`src/rtl/cache_control.sv`:
```
// cache_control: direct-mapped L1 cache controller with write-back/allocate miss handling
module cache_control #(
   parameter int TAG_W  = 8,
   parameter int IDX_W  = 3,
   parameter int LINE_W = 256
) (
   input  logic              clk,
   input  logic              reset_n,
   input  logic              mem_read,
   input  logic              mem_write,
   input  logic [15:0]       mem_address,
   input  logic [1:0]        mem_byte_enable,
   input  logic [15:0]       mem_wdata,
   output logic [15:0]       mem_rdata,
   output logic              mem_resp,
   output logic              array_write,
   output logic [IDX_W-1:0]  array_index,
   output logic [LINE_W-1:0] array_datain,
   input  logic [LINE_W-1:0] array_dataout,
   output logic              pmem_read,
   output logic              pmem_write,
   output logic [15:0]       pmem_address,
   output logic [LINE_W-1:0] pmem_wdata,
   input  logic [LINE_W-1:0] pmem_rdata,
   input  logic              pmem_resp
);
   localparam int LINES = 2**IDX_W;
   localparam int OFF_W = 16 - TAG_W - IDX_W;
   typedef enum logic [1:0] {IDLE, CHECK, WRITEBACK, ALLOCATE} state_t;
   state_t              r_state;
   logic [LINES-1:0]    r_valid;
   logic [LINES-1:0]    r_dirty;
   logic [TAG_W-1:0]    r_tag [LINES];
   logic [IDX_W-1:0]    w_idx;
   logic [TAG_W-1:0]    w_tag;
   logic [OFF_W-2:0]    w_word;
   logic [OFF_W+2:0]    w_bit;
   logic                w_req;
   logic                w_hit;
   logic [15:0]         w_old_word;
   logic [15:0]         w_new_word;
   logic [LINE_W-1:0]   w_merged;
   logic                w_unused;
   assign w_idx      = mem_address[OFF_W+IDX_W-1:OFF_W];
   assign w_tag      = mem_address[15:16-TAG_W];
   assign w_word     = mem_address[OFF_W-1:1];
   assign w_bit      = {w_word, 4'b0000};
   assign w_unused   = mem_address[0];
   assign w_req      = mem_read | mem_write;
   assign w_hit      = r_valid[w_idx] && (r_tag[w_idx] == w_tag);
   assign w_old_word = array_dataout[w_bit +: 16];
   assign w_new_word = {mem_byte_enable[1] ? mem_wdata[15:8] : w_old_word[15:8],
                        mem_byte_enable[0] ? mem_wdata[7:0]  : w_old_word[7:0]};
   // store hit: splice the byte-merged word back into the current line
   always_comb begin
      w_merged = array_dataout;
      w_merged[w_bit +: 16] = w_new_word;
   end
   assign array_index  = w_idx;
   assign mem_resp     = (r_state == CHECK) && w_req && w_hit;
   assign mem_rdata    = (mem_resp && !mem_write) ? w_old_word : '0;
   assign array_write  = (mem_resp && mem_write) || ((r_state == ALLOCATE) && pmem_resp);
   assign array_datain = (r_state == ALLOCATE) ? pmem_rdata : w_merged;
   assign pmem_write   = r_state == WRITEBACK;
   assign pmem_read    = r_state == ALLOCATE;
   assign pmem_wdata   = array_dataout;
   assign pmem_address = pmem_write ? {r_tag[w_idx], w_idx, {OFF_W{1'b0}}} :
                         pmem_read  ? {mem_address[15:OFF_W], {OFF_W{1'b0}}} : '0;
   // controller state and per-line tag/valid/dirty bookkeeping
   always_ff @(posedge clk or negedge reset_n) begin
      if (!reset_n) begin
         r_state <= IDLE;
         r_valid <= '0;
         r_dirty <= '0;
         for (int i = 0; i < LINES; i++) r_tag[i] <= '0;
      end else begin
         case (r_state)
            IDLE: if (w_req) r_state <= CHECK;
            CHECK: begin
               if (!w_req || w_hit) r_state <= IDLE;
               else r_state <= (r_valid[w_idx] && r_dirty[w_idx]) ? WRITEBACK : ALLOCATE;
               if (mem_resp && mem_write) r_dirty[w_idx] <= 1'b1;
            end
            WRITEBACK: if (pmem_resp) r_state <= ALLOCATE;
            ALLOCATE: if (pmem_resp) begin
               r_state        <= CHECK;
               r_valid[w_idx] <= 1'b1;
               r_dirty[w_idx] <= 1'b0;
               r_tag[w_idx]   <= w_tag;
            end
            default: r_state <= IDLE;
         endcase
      end
   end
endmodule
```
`config.mk`:
```
export PLATFORM = sky130hd
export DESIGN_NAME = cache_control
export DESIGN_NICKNAME = d
export VERILOG_FILES = /design/src/rtl/cache_control.sv
export SDC_FILE = /design/constraint.sdc
export NUM_CORES = 1
export LEC_CHECK = 0
export CELL_PAD_IN_SITES_DETAIL_PLACEMENT = 0
export CELL_PAD_IN_SITES_GLOBAL_PLACEMENT = 1
export CORE_AREA = 2 2 435 437
export CTS_CLUSTER_DIAMETER = 30
export DETAILED_ROUTE_END_ITERATION = 8
export DIE_AREA = 0 0 437 439
export PLACE_DENSITY = 0.41
export RECOVER_POWER = 25
export SYNTH_ARGS = -nofsm -noshare
export SYNTH_HDL_FRONTEND = slang
export SYNTH_SLANG_ARGS = --single-unit
export TNS_END_PERCENT = 100
```
`constraint.sdc`:
```
create_clock -name clk -period 4.8 [get_ports clk]
set_input_delay 0.96 -clock clk [delete_from_list [all_inputs] [get_ports clk]]
set_output_delay 0.96 -clock clk [all_outputs]
set_load 0.005 [all_outputs]
```
==> impl_metrics.py, run 1 <==
metrics = {
    "synth": {
        "ys.flop_type": "dfrtp_1",
        "ys_seq_area_share_pct": 14.72,
        "ys_warn_count": 0,
        "synth_area_per_cell_um2": 7.837,
        "synth-edff-count": 0,
        "postSynth.asyncResetShare_pct": 100.0,
        "syn_inst": 1779,
        "ys_ff_latch": 82,
        "syn_area_um2": 13940,
        "ys_types": 58,
    },
    "timing": {
        "finalCriticalPeriod_ps": 4787,
        "fin_crit_sh_pct": 99.73,
        "relSlewSlack_pct": -42.24,
        "fin_ws_ps": 13.05,
        "fmax_mhz": 208.9,
        "holdWs_ps": 466.9,
        "worst_clock_skew_ps": 7.970,
        "finalSetupViolCount": 0,
        "tightest_slew_ps": 2134,
        "hold_viol_final": 0,
        "slew_violations": 83,
        "rsz0062_at_grt": "true",
    },
    "layout": {
        "postLayoutCellArea_um2": 33690,
        "fillers": 21039,
        "layout-drive-gt1-share_pct": 34.01,
        "multi_input_area_um2": 10440,
        "area_growth_pct": 141.7,
        "fin_nets": 3650,
        "final_cell_mix": "clkdlybuf4s50_1 (803), buf_4 (494), nand2_1 (167)",
        "regArea_um2": 2052,
        "layout_commonest_cell": "clkdlybuf4s50_1",
    },
    "route": {
        "wl_um": 187900,
        "vias": 19796,
        "vias_per_cell": 3.532,
        "ant_nets": 0,
        "drc": 0,
        "drtIter0Drc": 1153,
        "wl_per_cell_um": 33.53,
        "drt_pass1_iterations": 7,
    },
    "global_route": {
        "use_met1_pct": 20.49,
        "busiest_layer": "met2",
        "use_met3_pct": 5.721,
        "track_usage_pct": 18.59,
        "grt_pass1_wl_um": 231500,
        "grt_pass1_vias": 19982,
        "use_met2_pct": 34.90,
        "grt_max_degree": 83,
        "antenna_found_initial": 64,
        "grt_overflow": 0,
    },
    "floorplanning": {
        "num_io_pins": 1102,
        "die_h_um": 439,
        "die_w_um": 437,
        "dieArea_um2": 191800,
        "initial_core_util_pct": 7.456,
        "rows": 159,
        "design.core.area_um2": 187000,
    },
    "run_status": {
        "outcome": "complete, but fails checks",
        "violations": "capacitance limit, slew limit",
    },
    "cts": {
        "cts_tree": "built",
        "worst_skew_pair.late_latency_ps": 350,
        "cts.htree.levels": 3,
        "numCtsBuffers": 9,
        "cts.sinks": 82,
        "path_clk_slew_ps": 60,
        "clockBufferDepth": 2,
        "clock_tree.root_cell": "clkbuf_16",
    },
    "critical_path": {
        "path_delay_family": "multiplexers",
        "max_stage_delay_ps": 560,
        "worstSetupEndpointType": "output pin",
        "critPathBufInv": 7,
        "crit_slowest_cell": "mux4_2",
        "critPathRequiredTime_ps": 3840,
        "critPathMostFrequentCell": "buf_12",
        "setup.worst_path.start_class": "input pin",
        "critPathKind": "input pin to output pin",
        "crit_arrival_ps": 3830,
        "worstPathMaxFanout": 6,
        "path_cells": "clkbuf_16 -> buf_16 -> buf_12 -> mux4_2 -> mux4_2 -> mux2_4 -> buf_12 -> a221oi_4 -> buf_6 -> a21oi_2 -> buf_6 -> buf_12",
    },
    "pwr": {
        "leakagePower_nw": 13.99,
        "p_per_area_nw_per_um2": 255.1,
        "ir_worst_vdd_uv": 182.1,
        "total_power_mw": 8.595,
    },
    "flow_run": {
        "maxCapViolations": 1,
    },
    "place": {
        "dp_slack_ps": -595.3,
        "gp_congestion": 0.8802,
        "io_buffers": 1095,
        "hpwl_um": 165300,
        "place_area_um2": 30550,
    },
    "worst_hold_path": {
        "min_path_type": "flip-flop to flip-flop",
    },
}
## sequential cells by signal, summed over array words and instances, names as in the netlist, named ones only
name and count:
r_state 2, r_tag 64, r_valid 8
## path summary, 6_finish.rpt
kind	startpoint	depth (start not counted)	slack [ps]	to
max	mem_address[1]	12	10	array_datain[110]
min	r_valid[1]$_DFFE_PN0P_	1	470	r_valid[1]$_DFFE_PN0P_
max reg2reg	r_state[0]$_DFFE_PN0P_	6	650	r_tag[16]$_DFFE_PN0P_
min reg2reg	r_valid[1]$_DFFE_PN0P_	1	470	r_valid[1]$_DFFE_PN0P_
max in group asynchronous	reset_n	2	2220	r_tag[35]$_DFFE_PN0P_
min in group asynchronous	reset_n	2	1320	r_tag[13]$_DFFE_PN0P_
## kinds of logic after synthesis
kind of cell               Yosys count  share of synthesized area (%)
xor gates and xnor gates             7                         0.4937
DFF                                 82                          14.72
buffers and inverters              550                          23.01
other                                1                        0.02690
and+or+nand+nor                    305                          10.10
adders and majority gates            8                         0.7180
muxes                              268                          24.66
AOI/OAI and AO/OA                  558                          26.28
## routing by layer
metal / vias up / part of all wire [%]
met3: 161 / 8.1
met5: - / 0.14
met2: 786 / 53
met1: 9900 / 37
met4: 40 / 2.4
li1: 8909 / -
## timing repair
action,CTS,global route
setup endpoints to repair,233,141
pin swaps,33,51
setup buffers,35,38
cloned,7,1
hold buffers,0,0
endpoints found under the hold margin,0,0
resized for setup,370,222
## where the power goes
part           total (mW)  internal, mW  switching, mW  leakage (nW)
clock               0.712         0.417          0.294         0.145
combinational        6.80          3.39           3.41          12.8
sequential           1.08         0.947          0.137          1.05
total                8.59          4.75           3.84          14.0
## worst reg2reg max path, stage by stage (launching register included)
cell and delay, ps:
dfrtp_1 440, ha_4 810, clkbuf_1 730, nand2_1 320
nor3_1 700, clkbuf_1 610, mux2_2 420
## layout make-up
class / count / area share (%)
Clock inverter: 6 / 0.1894
Inverter: 129 / 1.474
Antenna cell: 14 / 0.1040
Timing Repair Buffer: 1718 / 51.19
Tap cell: 2495 / 9.265
Clock buffer: 10 / 0.7093
Multi-Input combinational cell: 1151 / 30.97
Sequential cell: 82 / 6.090
## cells in the mapped netlist, types with 35 or more instances
library cell | instances | area [um2]
a21oi_1 | 120 | 600.6
a221oi_1 | 132 | 1156
a22oi_1 | 100 | 750.7
buf_2 | 35 | 175.2
buf_4 | 281 | 2110
clkbuf_1 | 91 | 341.6
dfrtp_1 | 82 | 2052
inv_1 | 127 | 476.7
mux2_2 | 83 | 934.7
mux2i_1 | 132 | 1321
mux4_2 | 50 | 1126
nand2_1 | 176 | 660.6
nor2_1 | 37 | 138.9
o21ai_1 | 158 | 790.8
## metrics by stage
step | setup TNS (ps) | instances | utilization, %
detailed placement | -48100 | 5499 | 16.34
floorplan | 0 | 1783 | -
finish | 0 | 5605 | 18.02
global placement | -48320 | 5499 | 16.34
CTS | -324.6 | 5556 | 17.39
global route | -438.7 | 5595 | 18.00
Note: power is estimated with default switching activity, not from simulation.
==> run 2: changes to the inputs <==
--- a/config.mk
+++ b/config.mk
@@ -7,11 +7,11 @@
 export LEC_CHECK = 0
 export CELL_PAD_IN_SITES_DETAIL_PLACEMENT = 0
 export CELL_PAD_IN_SITES_GLOBAL_PLACEMENT = 1
-export CORE_AREA = 2 2 435 437
+export CORE_AREA = 2 2 427 429
 export CTS_CLUSTER_DIAMETER = 30
 export DETAILED_ROUTE_END_ITERATION = 8
-export DIE_AREA = 0 0 437 439
-export PLACE_DENSITY = 0.41
+export DIE_AREA = 0 0 429 431
+export PLACE_DENSITY = 0.43
 export RECOVER_POWER = 25
 export SYNTH_ARGS = -nofsm -noshare
 export SYNTH_HDL_FRONTEND = slang
==> constraint.sdc (replaced) <==
create_clock -name clk -period 4.4 [get_ports clk]
set_input_delay 0.88 -clock clk [delete_from_list [all_inputs] [get_ports clk]]
set_output_delay 0.88 -clock clk [all_outputs]
set_load 0.005 [all_outputs]
==> run 2 against run 1 <==
Compared with the run above:
- the flow finishes with violations (capacitance limit, slew limit, setup timing)
- via count rose by 3.3%
- utilization is 1.1 points higher
- clock-buffer cell count is the same
- setup slack worse by 32 ps
- register-to-register slack improved by 560 ps
- global-route usage is 0.99 points higher
- hold slack improved by 3.4 ps
- sequential power up 9%
- power grew 11%
- sequential share of layout area fell by 0.13 points
- combinational power is 9.4% higher
- largest cell class unchanged
- largest power group unchanged
- highest routed layer unchanged
==> impl_metrics.py, run 2 (same netlist as run 1, synthesis figures left out) <==
metrics = {
    "run_status": {
        "outcome": "complete, but fails checks",
        "violations": "capacitance limit, slew limit, setup timing",
    },
    "global_route": {
        "track_usage_pct": 19.58,
        "use_met3_pct": 6.410,
        "grt_overflow": 0,
        "grt_pass1_wl_um": 234900,
        "busiest_layer": "met2",
        "antenna_found_initial": 66,
        "use_met2_pct": 36.05,
        "grt_max_degree": 57,
        "grt_pass1_vias": 20791,
        "use_met1_pct": 21.10,
    },
    "place": {
        "gp_congestion": 0.8959,
        "hpwl_um": 167100,
        "io_buffers": 1095,
        "placedCellCount": 5441,
    },
    "cts": {
        "path_clk_slew_ps": 60,
        "cts_tree": "built",
        "cts.htree.levels": 3,
        "cts.sinks": 82,
        "numCtsBuffers": 9,
        "worst_skew_pair.late_latency_ps": 350,
        "clockBufferDepth": 2,
        "clock_tree.root_cell": "clkbuf_16",
    },
    "floorplanning": {
        "die_w_um": 429,
        "initial_core_util_pct": 7.739,
        "rows": 156,
        "num_io_pins": 1102,
        "die_h_um": 431,
        "design.core.area_um2": 180200,
        "dieArea_um2": 184900,
    },
    "layout": {
        "largest-register": "r_tag",
        "final_cell_mix": "clkdlybuf4s50_1 (727), buf_4 (546), dlygate4sd2_1 (215)",
        "stdcell_count": 5565,
        "area_growth_pct": 146.9,
        "fin_nets": 3733,
        "fillers": 20205,
        "layout_commonest_cell": "clkdlybuf4s50_1",
        "largest_register_ffs": 64,
        "layout-drive-gt1-share_pct": 37.84,
        "top_regs": "r_tag x64, r_valid x8, r_state x2",
    },
    "worst_hold_path": {
        "min_path_type": "flip-flop to flip-flop",
        "hp-start": "r_valid[5]$_DFFE_PN0P_",
    },
    "timing": {
        "worst_clock_skew_ps": 3.779,
        "fin_crit_sh_pct": 100.4,
        "slew_violations": 41,
        "rsz0062_at_grt": "true",
        "fmax_mhz": 226.3,
        "fin_ws_ps": -19.08,
        "tightest_slew_ps": 2467,
        "finalCriticalPeriod_ps": 4419,
        "finalSetupViolCount": 1,
        "relSlewSlack_pct": -64.44,
        "hold_viol_final": 0,
        "fin_setup_tns_ps": -19.08,
    },
    "route": {
        "drt_pass1_iterations": 5,
        "wl_um": 189800,
        "drc": 0,
        "vias_per_cell": 3.674,
        "wl_per_cell_um": 34.10,
        "drtIter0Drc": 1331,
        "vias": 20447,
        "ant_nets": 0,
    },
    "pwr": {
        "total_power_mw": 9.526,
        "p_per_area_nw_per_um2": 276.8,
        "leakagePower_nw": 14.31,
        "ir_worst_vdd_uv": 160.5,
    },
    "critical_path": {
        "worstSetupEndpointType": "output pin",
        "rr_startpoint": "r_state[0]$_DFFE_PN0P_",
        "path_cells": "clkdlybuf4s50_1 -> mux4_2 -> o31ai_2 -> buf_4 -> a21oi_2 -> mux2_4 -> buf_4 -> buf_8 -> a221oi_2 -> a21oi_1 -> dlygate4sd2_1",
        "critPathMostFrequentCell": "buf_4",
        "crit_slowest_cell": "mux4_2",
        "crit_arrival_ps": 3540,
        "worstSetupStartpoint": "array_dataout[154]",
        "critPathRequiredTime_ps": 3520,
        "critPathKind": "input pin to output pin",
        "critPathBufInv": 5,
        "setup.worst_path.start_class": "input pin",
        "path_delay_family": "buffers and inverters",
        "worstPathMaxFanout": 7,
        "max_stage_delay_ps": 490,
    },
    "flow_run": {
        "maxCapViolations": 1,
    },
}
-- run 2: worst paths after layout --
| kind | slack, ps | cells after the start | endpoint |
|---|---|---|---|
| min in group asynchronous | 1280 | 1 | r_tag[0]$_DFFE_PN0P_ |
| min reg2reg | 470 | 1 | r_valid[5]$_DFFE_PN0P_ |
| max reg2reg | 1210 | 5 | r_tag[21]$_DFFE_PN0P_ |
| min | 470 | 1 | r_valid[5]$_DFFE_PN0P_ |
| max | -20 | 11 | array_datain[250] |
| max in group asynchronous | 950 | 2 | r_tag[58]$_DFFE_PN0P_ |
-- run 2: layer usage --
layer	share of wire [%]	wire length (um)
met5	0.14	267
met4	3.3	6355
met3	8.6	16310
met2	52	98290
met1	36	68570
-- run 2: area by class of cell --
cell class                 instances  area, um2  area share, %
inverter                         129      484.2          1.407
timing repair buffer            1801      17700          51.43
sequential                        82       2052          5.962
tap                             2370       2965          8.616
clock inverter                     6      113.9         0.3308
antenna                           16      40.04         0.1163
multi-input combinational       1151      10820          31.45
clock buffer                      10      239.0         0.6944
-- run 2: per-stage QoR --
step	cell area (um2)	worst slack (ps)	util, %	hold slack [ps]
2_1_floorplan	13960	93.73	-	430.4
6_report	34420	-19.08	19.10	470.3
3_3_place_gp	30930	-784.3	17.17	444.5
4_1_cts	33700	-188.1	18.71	467.3
5_1_grt	34390	-44.25	19.09	477.5
3_5_place_dp	30930	-815.5	17.17	448.2
-- run 2: what timing repair did --
item | CTS | global route
endpoints found under the setup margin | 273 | 141
hold buffers | 0 | 0
gates cloned | 9 | 0
buffers inserted | 64 | 24
pin swaps | 63 | 38
resized for setup | 665 | 204
-- run 2: power breakdown --
group	leakage [nW]	switching, mW	internal, mW
Sequential	1.05	0.152	1.03
Combinational	13.1	3.81	3.63
Clock	0.165	0.331	0.571
Total	14.3	4.30	5.23
==> run 3: changes to the inputs <==
--- a/config.mk
+++ b/config.mk
@@ -11,6 +11,7 @@
 export CTS_CLUSTER_DIAMETER = 30
 export DETAILED_ROUTE_END_ITERATION = 8
 export DIE_AREA = 0 0 429 431
+export GPL_TIMING_DRIVEN = 0
 export PLACE_DENSITY = 0.43
 export RECOVER_POWER = 25
 export SYNTH_ARGS = -nofsm -noshare
==> run 3 against run 2 <==
Compared with the run above:
- the flow still finishes with violations (capacitance limit, slew limit, setup timing)
- routed wire length grew 15%
- critical path depth grew 3
- first-iteration DRC count grew 9.3%
- maximum frequency shrank 0.37%
- non-clock buffer count shrank 62
- critical path type unchanged
- sequential power is essentially flat
- register-to-register slack lost 320 ps
- die area is the same
- combinational power grew 8.3%
- setup slack lost 17 ps
==> impl_metrics.py, run 3 (same netlist as run 1, synthesis figures left out) <==
metrics = {
    "global_route": {
        "use_met3_pct": 7.032,
        "grt_overflow": 0,
        "busiest_layer": "met2",
        "use_met1_pct": 24.17,
        "grt_pass1_wl_um": 266000,
        "grt_max_degree": 45,
        "track_usage_pct": 22.62,
        "grt_pass1_vias": 21440,
        "antenna_found_initial": 67,
        "use_met2_pct": 41.20,
    },
    "critical_path": {
        "rr_startpoint": "r_state[0]$_DFFE_PN0P_",
        "crit_slowest_cell": "mux2i_4",
        "worstPathMaxFanout": 7,
        "setup.worst_path.start_class": "input pin",
        "critPathRequiredTime_ps": 3520,
        "r2r-end": "r_tag[21]$_DFFE_PN0P_",
        "max_stage_delay_ps": 440,
        "worstSetupStartpoint": "mem_address[1]",
        "r2r_setup_slack_ps": 890,
        "cp-endpoint": "array_datain[155]",
        "worstSetupEndpointType": "output pin",
        "path_cells": "buf_12 -> buf_12 -> buf_16 -> buf_16 -> mux2i_4 -> a221oi_4 -> a22oi_2 -> o21ai_2 -> mux2_4 -> buf_12 -> buf_6 -> a22oi_2 -> o21ai_1 -> buf_2",
        "critPathMostFrequentCell": "buf_12",
        "critPathKind": "input pin to output pin",
        "ff2ff_path_depth": 4,
        "crit_arrival_ps": 3560,
    },
    "timing": {
        "hold_viol_final": 0,
        "finalSetupViolCount": 2,
        "finalCriticalPeriod_ps": 4436,
        "fin_ws_ps": -35.70,
        "rsz0062_at_grt": "true",
        "fin_setup_tns_ps": -52.27,
        "slew_violations": 75,
        "tightest_slew_ps": 2395,
        "fmax_mhz": 225.4,
        "relSlewSlack_pct": -60.88,
        "worst_clock_skew_ps": 7.025,
        "fin_crit_sh_pct": 100.8,
    },
    "layout": {
        "layout-drive-gt1-share_pct": 43.34,
        "largest-register": "r_tag",
        "fin_nets": 3671,
        "top_regs": "r_tag x64, r_valid x8, r_state x2",
        "area_growth_pct": 143.6,
        "final_cell_mix": "clkdlybuf4s50_1 (656), buf_4 (386), buf_2 (179)",
        "fillers": 20336,
        "layout_commonest_cell": "clkdlybuf4s50_1",
        "largest_register_ffs": 64,
        "stdcell_count": 5514,
    },
    "route": {
        "wl_per_cell_um": 39.57,
        "wl_um": 218200,
        "drt_pass1_iterations": 5,
        "vias": 21079,
        "drtIter0Drc": 1455,
        "drc": 0,
        "vias_per_cell": 3.823,
        "ant_nets": 0,
    },
    "cts": {
        "worst_skew_pair.late_latency_ps": 350,
        "cts.sinks": 82,
        "cts.htree.levels": 3,
        "cts_tree": "built",
        "path_clk_slew_ps": 60,
        "clock_tree.root_cell": "clkbuf_16",
        "numCtsBuffers": 9,
        "clockBufferDepth": 2,
    },
    "place": {
        "hpwl_um": 182800,
        "gp_congestion": 0.8786,
        "io_buffers": 1085,
        "placedCellCount": 5243,
    },
    "floorplanning": {
        "rows": 156,
        "design.core.area_um2": 180200,
        "die_w_um": 429,
        "dieArea_um2": 184900,
        "initial_core_util_pct": 7.739,
        "die_h_um": 431,
        "num_io_pins": 1102,
    },
    "worst_hold_path": {
        "hold_depth": 1,
        "min_path_type": "flip-flop to flip-flop",
    },
    "pwr": {
        "leakagePower_nw": 13.57,
        "ir_worst_vdd_uv": 199.6,
        "p_per_area_nw_per_um2": 295.0,
    },
    "flow_run": {
        "maxCapViolations": 5,
    },
    "run_status": {
        "violations": "capacitance limit, slew limit, setup timing",
        "outcome": "complete, but fails checks",
    },
}
[run 3: cell count changes in the layout (fill, tap and decap cells not counted), moves of 33 or more]
cell,before,now
buf_2,9,179
dlygate4sd2_1,215,94
clkbuf_1,18,69
clkdlybuf4s50_1,727,656
a221oi_4,43,77
buf_4,546,386
clkbuf_2,19,52
[run 3: final cells by class]
cell class / instances / area [um2] / share of cell area, %
Timing Repair Buffer: 1323 / 12650 / 37.25
Antenna cell: 27 / 67.56 / 0.1989
Inverter: 129 / 498.0 / 1.466
Tap cell: 2370 / 2965 / 8.732
Multi-Input combinational cell: 1151 / 11740 / 34.58
Buffer: 416 / 3680 / 10.84
Sequential cell: 82 / 2052 / 6.042
Clock inverter: 5 / 52.55 / 0.1547
Clock buffer: 11 / 252.7 / 0.7442
[run 3: per-stage QoR]
step | util [%] | hold slack (ps) | power, mW | setup WS, ps | cell area [um2]
after floorplan | - | 430.4 | 3.606 | 93.73 | 13960
after global placement | 15.42 | 445.2 | 8.666 | -3685 | 27780
after detailed placement | 15.47 | 449.1 | 8.668 | -3751 | 27870
after CTS | 18.81 | 468.8 | 10.13 | -155.5 | 33880
after global routing | 18.83 | 485.9 | 10.45 | -52.84 | 33920
final | 18.85 | 465.4 | 10.02 | -35.70 | 33960
[run 3: critical path, delay by kind of cell]
family / cells / cell delay, ps
compound gates: 5 / 750
buf+inv: 7 / 1030
mux: 2 / 820
[run 3: power by group]
part	total, mW	internal [mW]	switching [mW]
combinational	8.06	3.31	4.75
clock	0.786	0.468	0.318
sequential	1.17	1.03	0.143
[run 3: layer usage]
layer,up-vias,part of all wire [%]
li1,9010,-
met5,-,0.12
met2,1065,51
met4,40,4.9
met1,10720,35
met3,244,8.5
[run 3: worst min path at each step]
stage / from / endpoint / slack [ps]
floorplan: r_valid[1]$_DFFE_PN0P_ / r_valid[1]$_DFFE_PN0P_ / 430
global placement: r_valid[7]$_DFFE_PN0P_ / r_valid[7]$_DFFE_PN0P_ / 450
detailed placement: r_valid[1]$_DFFE_PN0P_ / r_valid[1]$_DFFE_PN0P_ / 450
CTS: r_valid[7]$_DFFE_PN0P_ / r_valid[7]$_DFFE_PN0P_ / 470
global route: r_valid[1]$_DFFE_PN0P_ / r_valid[1]$_DFFE_PN0P_ / 490
finish: r_valid[5]$_DFFE_PN0P_ / r_valid[5]$_DFFE_PN0P_ / 470
[run 3: timing repair]
action | CTS | global route
hold buffers | 0 | 0
pin swaps | 141 | 41
gates cloned | 20 | 0
resized for setup | 1889 | 197
endpoints found under the hold margin | 0 | 0
setup buffers | 191 | 33
endpoints found under the setup margin | 282 | 251
